### src/rtl/mc_ctrl_fsm_pkg.sv
// mc_ctrl_fsm_pkg: opcode/funct constants, state codes, ALU_op codes, mux selects and instruction class indices.
package mc_ctrl_fsm_pkg;

    localparam logic [4:0] RA_IDX  = 5'd31;
    localparam int         STATE_W = 4;

    localparam logic [5:0] OP_R   = 6'b000000;
    localparam logic [5:0] OP_J   = 6'b000010;
    localparam logic [5:0] OP_JAL = 6'b000011;
    localparam logic [5:0] OP_BEQ = 6'b000100;
    localparam logic [5:0] OP_ORI = 6'b001101;
    localparam logic [5:0] OP_LUI = 6'b001111;
    localparam logic [5:0] OP_LW  = 6'b100011;
    localparam logic [5:0] OP_SW  = 6'b101011;

    localparam logic [5:0] FN_ADD = 6'b100000;
    localparam logic [5:0] FN_SUB = 6'b100010;
    localparam logic [5:0] FN_JR  = 6'b001000;

    typedef enum logic [STATE_W-1:0] {
        S_FETCH, S_DECODE, S_EXE_R, S_EXE_I, S_MEM_ADR, S_MEM_RD, S_MEM_WR,
        S_WB_R, S_WB_I, S_WB_MEM, S_BRANCH, S_JUMP, S_JAL, S_JR
    } state_t;

    localparam logic [2:0] F_FUNCT = 3'b000;
    localparam logic [2:0] F_ADD   = 3'b001;
    localparam logic [2:0] F_SUB   = 3'b010;
    localparam logic [2:0] F_OR    = 3'b011;
    localparam logic [2:0] F_LUI   = 3'b100;

    localparam logic [1:0] SRCB_REG  = 2'b00;
    localparam logic [1:0] SRCB_4    = 2'b01;
    localparam logic [1:0] SRCB_IMM  = 2'b10;
    localparam logic [1:0] SRCB_IMM2 = 2'b11;

    localparam logic [1:0] RD_RT = 2'b00;
    localparam logic [1:0] RD_RD = 2'b01;
    localparam logic [1:0] RD_RA = 2'b10;

    localparam logic [1:0] M2R_ALU = 2'b00;
    localparam logic [1:0] M2R_MDR = 2'b01;
    localparam logic [1:0] M2R_PC  = 2'b10;

    localparam logic [1:0] PCS_ALU  = 2'b00;
    localparam logic [1:0] PCS_OUT  = 2'b01;
    localparam logic [1:0] PCS_JTGT = 2'b10;
    localparam logic [1:0] PCS_REGA = 2'b11;

    localparam int CL_R   = 0;
    localparam int CL_JR  = 1;
    localparam int CL_NOP = 2;
    localparam int CL_IMM = 3;
    localparam int CL_LW  = 4;
    localparam int CL_SW  = 5;
    localparam int CL_BEQ = 6;
    localparam int CL_J   = 7;
    localparam int CL_JAL = 8;
    localparam int CL_W   = 9;

endpackage

### src/rtl/mc_ctrl_fsm_class.sv
// mc_instr_class: maps opcode/funct to a one-hot instruction class; anything unrecognised is NOP.
module mc_instr_class
    import mc_ctrl_fsm_pkg::*;
(
    input  logic [5:0]      opcode_i,
    input  logic [5:0]      funct_i,
    output logic [CL_W-1:0] cls_o
);
    logic r_op;
    always_comb begin
        cls_o = '0;
        r_op = opcode_i == OP_R;
        cls_o[CL_R]   = r_op && (funct_i == FN_ADD || funct_i == FN_SUB);
        cls_o[CL_JR]  = r_op && funct_i == FN_JR;
        cls_o[CL_IMM] = opcode_i == OP_ORI || opcode_i == OP_LUI;
        cls_o[CL_LW]  = opcode_i == OP_LW;
        cls_o[CL_SW]  = opcode_i == OP_SW;
        cls_o[CL_BEQ] = opcode_i == OP_BEQ;
        cls_o[CL_J]   = opcode_i == OP_J;
        cls_o[CL_JAL] = opcode_i == OP_JAL;
        cls_o[CL_NOP] = ~|{cls_o[CL_R], cls_o[CL_JR], cls_o[CL_IMM], cls_o[CL_LW], cls_o[CL_SW],
                           cls_o[CL_BEQ], cls_o[CL_J], cls_o[CL_JAL]};
    end
endmodule

### src/rtl/mc_ctrl_fsm.sv
// mc_ctrl_fsm: multi-cycle main controller sequencing PC, IR, ALU, register file and memory.
module mc_ctrl_fsm
    import mc_ctrl_fsm_pkg::*;
(
    input  logic               clk,
    input  logic               reset,
    input  logic [5:0]         opcode,
    input  logic [5:0]         funct,
    input  logic               zero,
    output logic               pc_we,
    output logic               ir_we,
    output logic               mem_we,
    output logic               rf_we,
    output logic [2:0]         ALU_op,
    output logic               alusrc_a,
    output logic [1:0]         alusrc_b,
    output logic               ext_op,
    output logic [1:0]         reg_dst,
    output logic [1:0]         mem_to_reg,
    output logic [1:0]         pc_src,
    output logic               instr_done,
    output logic [STATE_W-1:0] dbg_state
);
    state_t          state_q, state_d, s;
    logic [CL_W-1:0] cls;

    mc_instr_class u_class (.opcode_i(opcode), .funct_i(funct), .cls_o(cls));

    always_comb begin
        state_d = S_FETCH;
        case (state_q)
            S_FETCH:   state_d = S_DECODE;
            S_DECODE:  state_d = cls[CL_R] ? S_EXE_R : cls[CL_JR] ? S_JR : cls[CL_IMM] ? S_EXE_I :
                                 (cls[CL_LW] | cls[CL_SW]) ? S_MEM_ADR : cls[CL_BEQ] ? S_BRANCH :
                                 cls[CL_J] ? S_JUMP : cls[CL_JAL] ? S_JAL : S_FETCH;
            S_EXE_R:   state_d = S_WB_R;
            S_EXE_I:   state_d = S_WB_I;
            S_MEM_ADR: state_d = cls[CL_LW] ? S_MEM_RD : S_MEM_WR;
            S_MEM_RD:  state_d = S_WB_MEM;
            default:   state_d = S_FETCH;
        endcase
    end

    always_ff @(posedge clk) state_q <= reset ? S_FETCH : state_d;

    // Reset presents FETCH's mux settings with every write enable suppressed.
    always_comb begin
        s = reset ? S_FETCH : state_q;
        pc_we = 1'b0;
        ir_we = 1'b0;
        mem_we = 1'b0;
        rf_we = 1'b0;
        ALU_op = F_ADD;
        alusrc_a = 1'b0;
        alusrc_b = SRCB_REG;
        ext_op = 1'b0;
        reg_dst = RD_RT;
        mem_to_reg = M2R_ALU;
        pc_src = PCS_ALU;
        instr_done = 1'b0;
        case (s)
            S_FETCH:   begin ir_we = 1'b1; pc_we = 1'b1; alusrc_b = SRCB_4; end
            S_DECODE:  begin alusrc_b = SRCB_IMM2; ext_op = 1'b1; instr_done = cls[CL_NOP]; end
            S_EXE_R:   begin alusrc_a = 1'b1; ALU_op = F_FUNCT; end
            S_WB_R:    begin rf_we = 1'b1; reg_dst = RD_RD; instr_done = 1'b1; end
            S_EXE_I:   begin alusrc_a = 1'b1; alusrc_b = SRCB_IMM; ALU_op = opcode == OP_LUI ? F_LUI : F_OR; end
            S_WB_I:    begin rf_we = 1'b1; instr_done = 1'b1; end
            S_MEM_ADR: begin alusrc_a = 1'b1; alusrc_b = SRCB_IMM; ext_op = 1'b1; end
            S_WB_MEM:  begin rf_we = 1'b1; mem_to_reg = M2R_MDR; instr_done = 1'b1; end
            S_MEM_WR:  begin mem_we = 1'b1; instr_done = 1'b1; end
            S_BRANCH:  begin alusrc_a = 1'b1; ALU_op = F_SUB; pc_src = PCS_OUT; pc_we = zero; instr_done = 1'b1; end
            S_JUMP:    begin pc_src = PCS_JTGT; pc_we = 1'b1; instr_done = 1'b1; end
            S_JAL:     begin pc_src = PCS_JTGT; pc_we = 1'b1; rf_we = 1'b1; reg_dst = RD_RA; mem_to_reg = M2R_PC; instr_done = 1'b1; end
            S_JR:      begin pc_src = PCS_REGA; pc_we = 1'b1; instr_done = 1'b1; end
            default:   ;
        endcase
        if (reset) {pc_we, ir_we, mem_we, rf_we, instr_done} = '0;
    end

    assign dbg_state = state_q;
endmodule

### config.mk
export PLATFORM = sky130hd
export DESIGN_NAME = mc_ctrl_fsm
export DESIGN_NICKNAME = d
export VERILOG_FILES = /design/src/rtl/mc_ctrl_fsm_pkg.sv /design/src/rtl/mc_ctrl_fsm_class.sv /design/src/rtl/mc_ctrl_fsm.sv
export SDC_FILE = /design/constraint.sdc
export NUM_CORES = 1
export LEC_CHECK = 0
export CAP_MARGIN = 25
export CORE_AREA = 2 2 44 46
export CTS_BUF_LIST = sky130_fd_sc_hd__clkbuf_2 sky130_fd_sc_hd__clkbuf_4 sky130_fd_sc_hd__clkbuf_8
export CTS_CLUSTER_SIZE = 24
export DETAILED_ROUTE_END_ITERATION = 7
export DIE_AREA = 0 0 46 48
export GPL_TIMING_DRIVEN = 0
export HOLD_SLACK_MARGIN = 0.1
export PLACE_DENSITY = 0.83
export SKIP_LAST_GASP = 1
export SLEW_MARGIN = 20
export SYNTH_ARGS = -nofsm -noshare
export SYNTH_HDL_FRONTEND = slang
export SYNTH_SLANG_ARGS = --single-unit
### constraint.sdc
create_clock -name clk -period 2.1 [get_ports clk]
set_clock_uncertainty 0.05 [all_clocks]
set_input_delay 0.42 -clock clk [delete_from_list [all_inputs] [get_ports clk]]
set_output_delay 0.42 -clock clk [all_outputs]
set_load 0.05 [all_outputs]
**Yosys cells after proc, flatten, opt, wreduce, memory -nomap -nowiden**

Cells that the tools add are included.
Widths: inputs -> output; s select.

- Register bits after elaboration: 4
- Bits of input ports: 15
- Output and inout port bits: 22
- Logic and storage cells: 73

- Eq/ne operators: 27
- Mux-type cells: 28
- Bitwise logic cells: 1
- Reductions and logical operators: 16

Operators with widths:

| cell | count |
|---|---|
| $mux 4 | 8 |
| $eq 4x4->1 const B | 6 |
| $eq 6x6->1 const B | 4 |
| $pmux 4 s6 | 1 |
| $eq 4x3->1 const B | 5 |
| $eq 6x4->1 const B | 3 |
| $eq 4x2->1 const B | 4 |
| $reduce_or 8->1 | 2 |
| $eq 6x2->1 const B | 2 |
| $pmux 2 s3 | 2 |
| $reduce_or 4->1 | 3 |
| $mux 1 | 10 |
| $pmux 3 s3 | 1 |
| $eq 4x1->1 const B | 2 |
| $logic_not 4->1 | 2 |
| $pmux 2 s2 | 2 |
| $eq 6x3->1 const B | 1 |
| $logic_not 6->1 | 1 |
| $reduce_or 2->1 | 3 |
| $pmux 1 s2 | 2 |
| $mux 3 | 1 |
| $logic_and 1x1->1 | 2 |
| $logic_or 1x1->1 | 2 |
| $mux 2 | 1 |
| 2 further kinds | 2 |

**Depth between registers and ports, before layout**

- Depth in word-level cells: 9
- Gate-level depth with buffers: 5

**Hierarchy**

Synthesis repeated with hierarchy kept, for this count alone.

- Cells, all modules: 116
- Area, all modules: 724.4 µm²

By module, submodules not included:

| module | times used | cells each | area an instance (µm²) | sequential area each (µm²) |
|---|---|---|---|---|
| mc_ctrl_fsm | 1 | 90 | 558.0 | 80.1 |
| mc_instr_class | 1 | 26 | 166.4 | 0.0 |

**Least setup slack after synthesis**

No wires, ideal clock.

- Kind: reg-to-output
- From: register state_q[2] (netlist: dbg_state[2])
- To: output mem_to_reg[1]
- Arrival: 2.668 ns
- Data required time: 1.630 ns
- Setup slack: -1.038 ns
- Cell stages (with the launch flop): 3
- Path through: dfxtp_1 -> clkbuf_1 -> nor4b_1

- Longest elaborated chain between the ends: 3
- Elaborated cells on any way between the ends: 4

Ends and longest elaborated chain:

| element | RTL line | text |
|---|---|---|
| from (decl) | mc_ctrl_fsm.sv:24 | `state_t state_q, state_d, s;` |
| from (signal assigned) | mc_ctrl_fsm.sv:44 | `always_ff @(posedge clk) state_q <= reset ? S_FETCH : state_d;` |
| $mux 4 * | mc_ctrl_fsm.sv:48 | `s = reset ? S_FETCH : state_q;` |
| $eq 4x4->1 | mc_ctrl_fsm.sv:61 | `case (s)` |
| $pmux 2 s2 * | mc_ctrl_fsm.sv:61 |  |
| to (decl) | mc_ctrl_fsm.sv:19 | `output logic [1:0] mem_to_reg,` |

Mark *: on every way between the ends. The rest lies on a longest branch, timed or not.

**Worst setup path after layout**

- From: input opcode[1]
- To: output instr_done

- Longest elaborated chain between the ends: 6
- Elaborated cells on any way between the ends: 15

Ends and longest elaborated chain:

| element | RTL line | text |
|---|---|---|
| from (decl) | mc_ctrl_fsm.sv:7 | `input logic [5:0] opcode,` |
| $eq 6x4->1 or $logic_not 6->1 (tied branches) | mc_ctrl_fsm_class.sv:15, mc_ctrl_fsm_class.sv:12 |  |
| $logic_or 1x1->1, or another cell as far along | mc_ctrl_fsm_class.sv:15 | `cls_o[CL_IMM] = opcode_i == OP_ORI \|\| opcode_i == OP_LUI;` |
| $reduce_or 8->1 * | mc_ctrl_fsm_class.sv:21 | `cls_o[CL_NOP] = ~\|{cls_o[CL_R], cls_o[CL_JR], cls_o[CL_IMM], cls_o[CL_LW], cls_o[CL_SW],` |
| $logic_not 1->1 * | mc_ctrl_fsm_class.sv:21 |  |
| $pmux 1 s2 * | mc_ctrl_fsm.sv:61 |  |
| $mux 1 * | mc_ctrl_fsm.sv:77 | `if (reset) {pc_we, ir_we, mem_we, rf_we, instr_done} = '0;` |
| to (decl) | mc_ctrl_fsm.sv:21 | `output logic instr_done,` |

Marked as above.

==> results_dict.tcl <==
set metrics [dict create \
    ys_ff_latch 4 \
    end_kind "output port" \
    pin_count 37 \
    grt_pass1_vias 798 \
    h-tree-depth 1 \
    via_per_inst 5.704 \
    syn-num-nets 118 \
    cts_hold_buffers 0 \
    drt-pass1-iter-count 4 \
    grt_max_degree 11 \
    cts_tree "yes" \
    track_usage_pct 22.74 \
    powerDensity_nw_per_um2 367.3 \
    synth_ff_type "dfxtp_1" \
    synth_area_leaders "dfxtp_1 (12%), nor2_1 (8.0%), a21oi_1 (6.9%)" \
    tritoncts.num_buffers 3 \
    min_period_over_period_pct 109.2 \
    dr_wl_met2_microns 1242 \
    layout_setup_ws_ns -0.1936 \
    vias 924 \
    outcome "finished, violations left" \
    min_from "opcode[0]" \
    finalSetupViolations 2 \
    numPortBuffers 34 \
    synthArstFlopShare_pct 0 \
    cp.depth 6 \
    rsz0062_at_grt "yes" \
    reg2reg_setup_slack_ns 0.74 \
    core_sq_um 1689 \
    fmaxAchievable_mhz 436.0 \
    crit_start "opcode[1]" \
    synthToLayoutAreaGrowth_pct 85.66 \
    rr_worst_depth 4 \
    synth_edf_count 0 \
    start_util_pct 38.74 \
    largest_reg_flops 4 \
    cts_buffer_depth 2 \
    final-hold-violation-count 0 \
    hp-class "in -> reg" \
    crit_slowest_cell "or4_4" \
    crit_buf_inv 2 \
    vdd_drop_max_uv 371.8 \
    start_kind "primary input" \
    hold_depth 5 \
    mostFrequentLayoutCells "nor2_1 (12), clkdlybuf4s50_1 (9), buf_4 (9)" \
    dieArea_sq_um 2208 \
    cp_max_fo 3 \
    drive_above_1_share_pct 46.21 \
    worst_path_most_repeated_cell "buf_8" \
    reg2reg_to "dbg_state[3]$_SDFF_PP0_" \
    cp_cell_sequence "buf_8 -> or4_4 -> nor3_4 -> a32oi_2 -> a31o_4 -> buf_8" \
    r2r-start "dbg_state[3]$_SDFF_PP0_" \
    antenna_cells 0 \
    gp_congestion 0.8459 \
    synth_area_leader_cell "dfxtp_1" \
    required_ns 1.63 \
    synth_area_sq_um 654.4 \
    synth_top_area_share_pct 12.24 \
    crit_type "in -> out" \
    dp_slack_ns -1.241 \
    top_layer "met4" \
    yosysWarnings 0 \
    wl_met3_microns 111 \
    fin_util_pct 71.93 \
    violations "negative setup slack" \
    syn_inst 103 \
    power.leakage_nw 0.4538 \
    cts_root_buf "clkbuf_4" \
    synth.avg_cell_area_sq_um 6.353 \
    ys_types 37 \
    tightest_slew_ns 0.5102 \
    max_slew_margin_pct 65.88 \
    yosysSeqAreaShare_pct 12.24 \
    final_common_cell "nor2_1" \
    drcViolationCount 0 \
    drv_cap 0 \
    grt_antenna_before_repair 0 \
    wl_met1_microns 970 \
    clkLatencyLatePin_ns 0.25 \
    wl_per_cell_microns 14.44 \
    clk_pin_slew_ns 0.05 \
    finalWirelength_microns 2340 \
    clock-sinks 4 \
    placementRows 15 \
    ant_nets 0 \
    fin_crit_ns 2.294 \
    die_w_microns 46 \
    overflow 0 \
    nNetsFinal 162 \
    grt_pass1_wl_microns 3650 \
    slowest_delay_ns 0.57 \
    drt_iter0_markers 22 \
    hold_end "dbg_state[0]$_SDFF_PP0_" \
    arrival_ns 1.82 \
    crit_family "simple AND/OR/NAND/NOR gates" \
    report.final.slew_viol_count 0 \
    hpwl_microns 1596 \
    die_h_microns 48 \
]
cells by family after synthesis:
family / count (synthesis) / synth area share (%)
compound gates: 29 / 28.87
xor+xnor: 3 / 4.016
buf+inv: 11 / 6.310
flops: 4 / 12.24
simple gates: 56 / 48.57
area by class of cell:
class / count / area, sq um
Buffer: 6 / 38.79
Clock buffer: 3 / 22.52
Fill cell: 122 / 474.2
Inverter: 3 / 15.01
Multi-Input combinational cell: 88 / 674.4
Sequential cell: 4 / 85.08
Tap cell: 17 / 21.27
Timing Repair Buffer: 41 / 357.8
power breakdown:
part | switching [mW] | internal [mW] | total (mW)
registers | 0.0107 | 0.0815 | 0.0922
logic | 0.155 | 0.0964 | 0.251
clock network | 0.0384 | 0.0644 | 0.103
per-stage QoR:
step | cell area [sq um] | instances | power, mW | hold WS, ns | setup TNS, ns
after global routing | 1215 | 162 | 0.4633 | 0.6450 | -0.3586
after CTS | 1164 | 158 | 0.4290 | 0.5868 | -0.2119
after global placement | 1124 | 154 | 0.3215 | 0.6473 | -10.43
after floorplan | 762.0 | 103 | 0.2468 | 0.4803 | -1.299
after detailed placement | 1124 | 154 | 0.3242 | 0.6651 | -10.75
final | 1215 | 162 | 0.4462 | 0.5933 | -0.2394
routing by layer:
metal	GRT usage, %	up-vias
met3	2.264	2
met4	5.143	0
met1	29.73	427
li1	-	464
met2	40.28	31
met5	0	-
synthesized netlist by cell type, types with 2 or more instances:
cell type and instances:
nand3b_1 2, nand3_1 4, inv_1 3, nor3_1 7
nand2b_1 4, o31ai_1 2, o32ai_1 2, clkbuf_1 8
nor4b_1 2, nand2_1 9, or2_2 3, xnor2_1 2
nor2_1 14, o21ai_0 5, a21oi_1 9, nor3b_1 2
dfxtp_1 4, o21a_1 2
worst min-delay path, delay by kind of cell:
kind / cells / cell delay, ns
AND/OR/NAND/NOR: 1 / 0.08
buffers and inverters: 1 / 0.09
AO/OA/AOI/OAI: 3 / 0.26
what timing repair did:
action                                  4_1_cts  5_1_grt
resized for setup                           113       18
pin swaps                                     6        1
buffers inserted                              3        4
endpoints found under the setup margin       18       13
how the worst max path moves through the flow:
stage | slack, ns | to
after floorplan | -0.25 | pc_src[0]
after global placement | -1.22 | instr_done
after detailed placement | -1.24 | instr_done
after CTS | -0.18 | instr_done
after global routing | -0.24 | instr_done
final | -0.19 | instr_done
No activity file was read; power rests on OpenSTA's default activity.
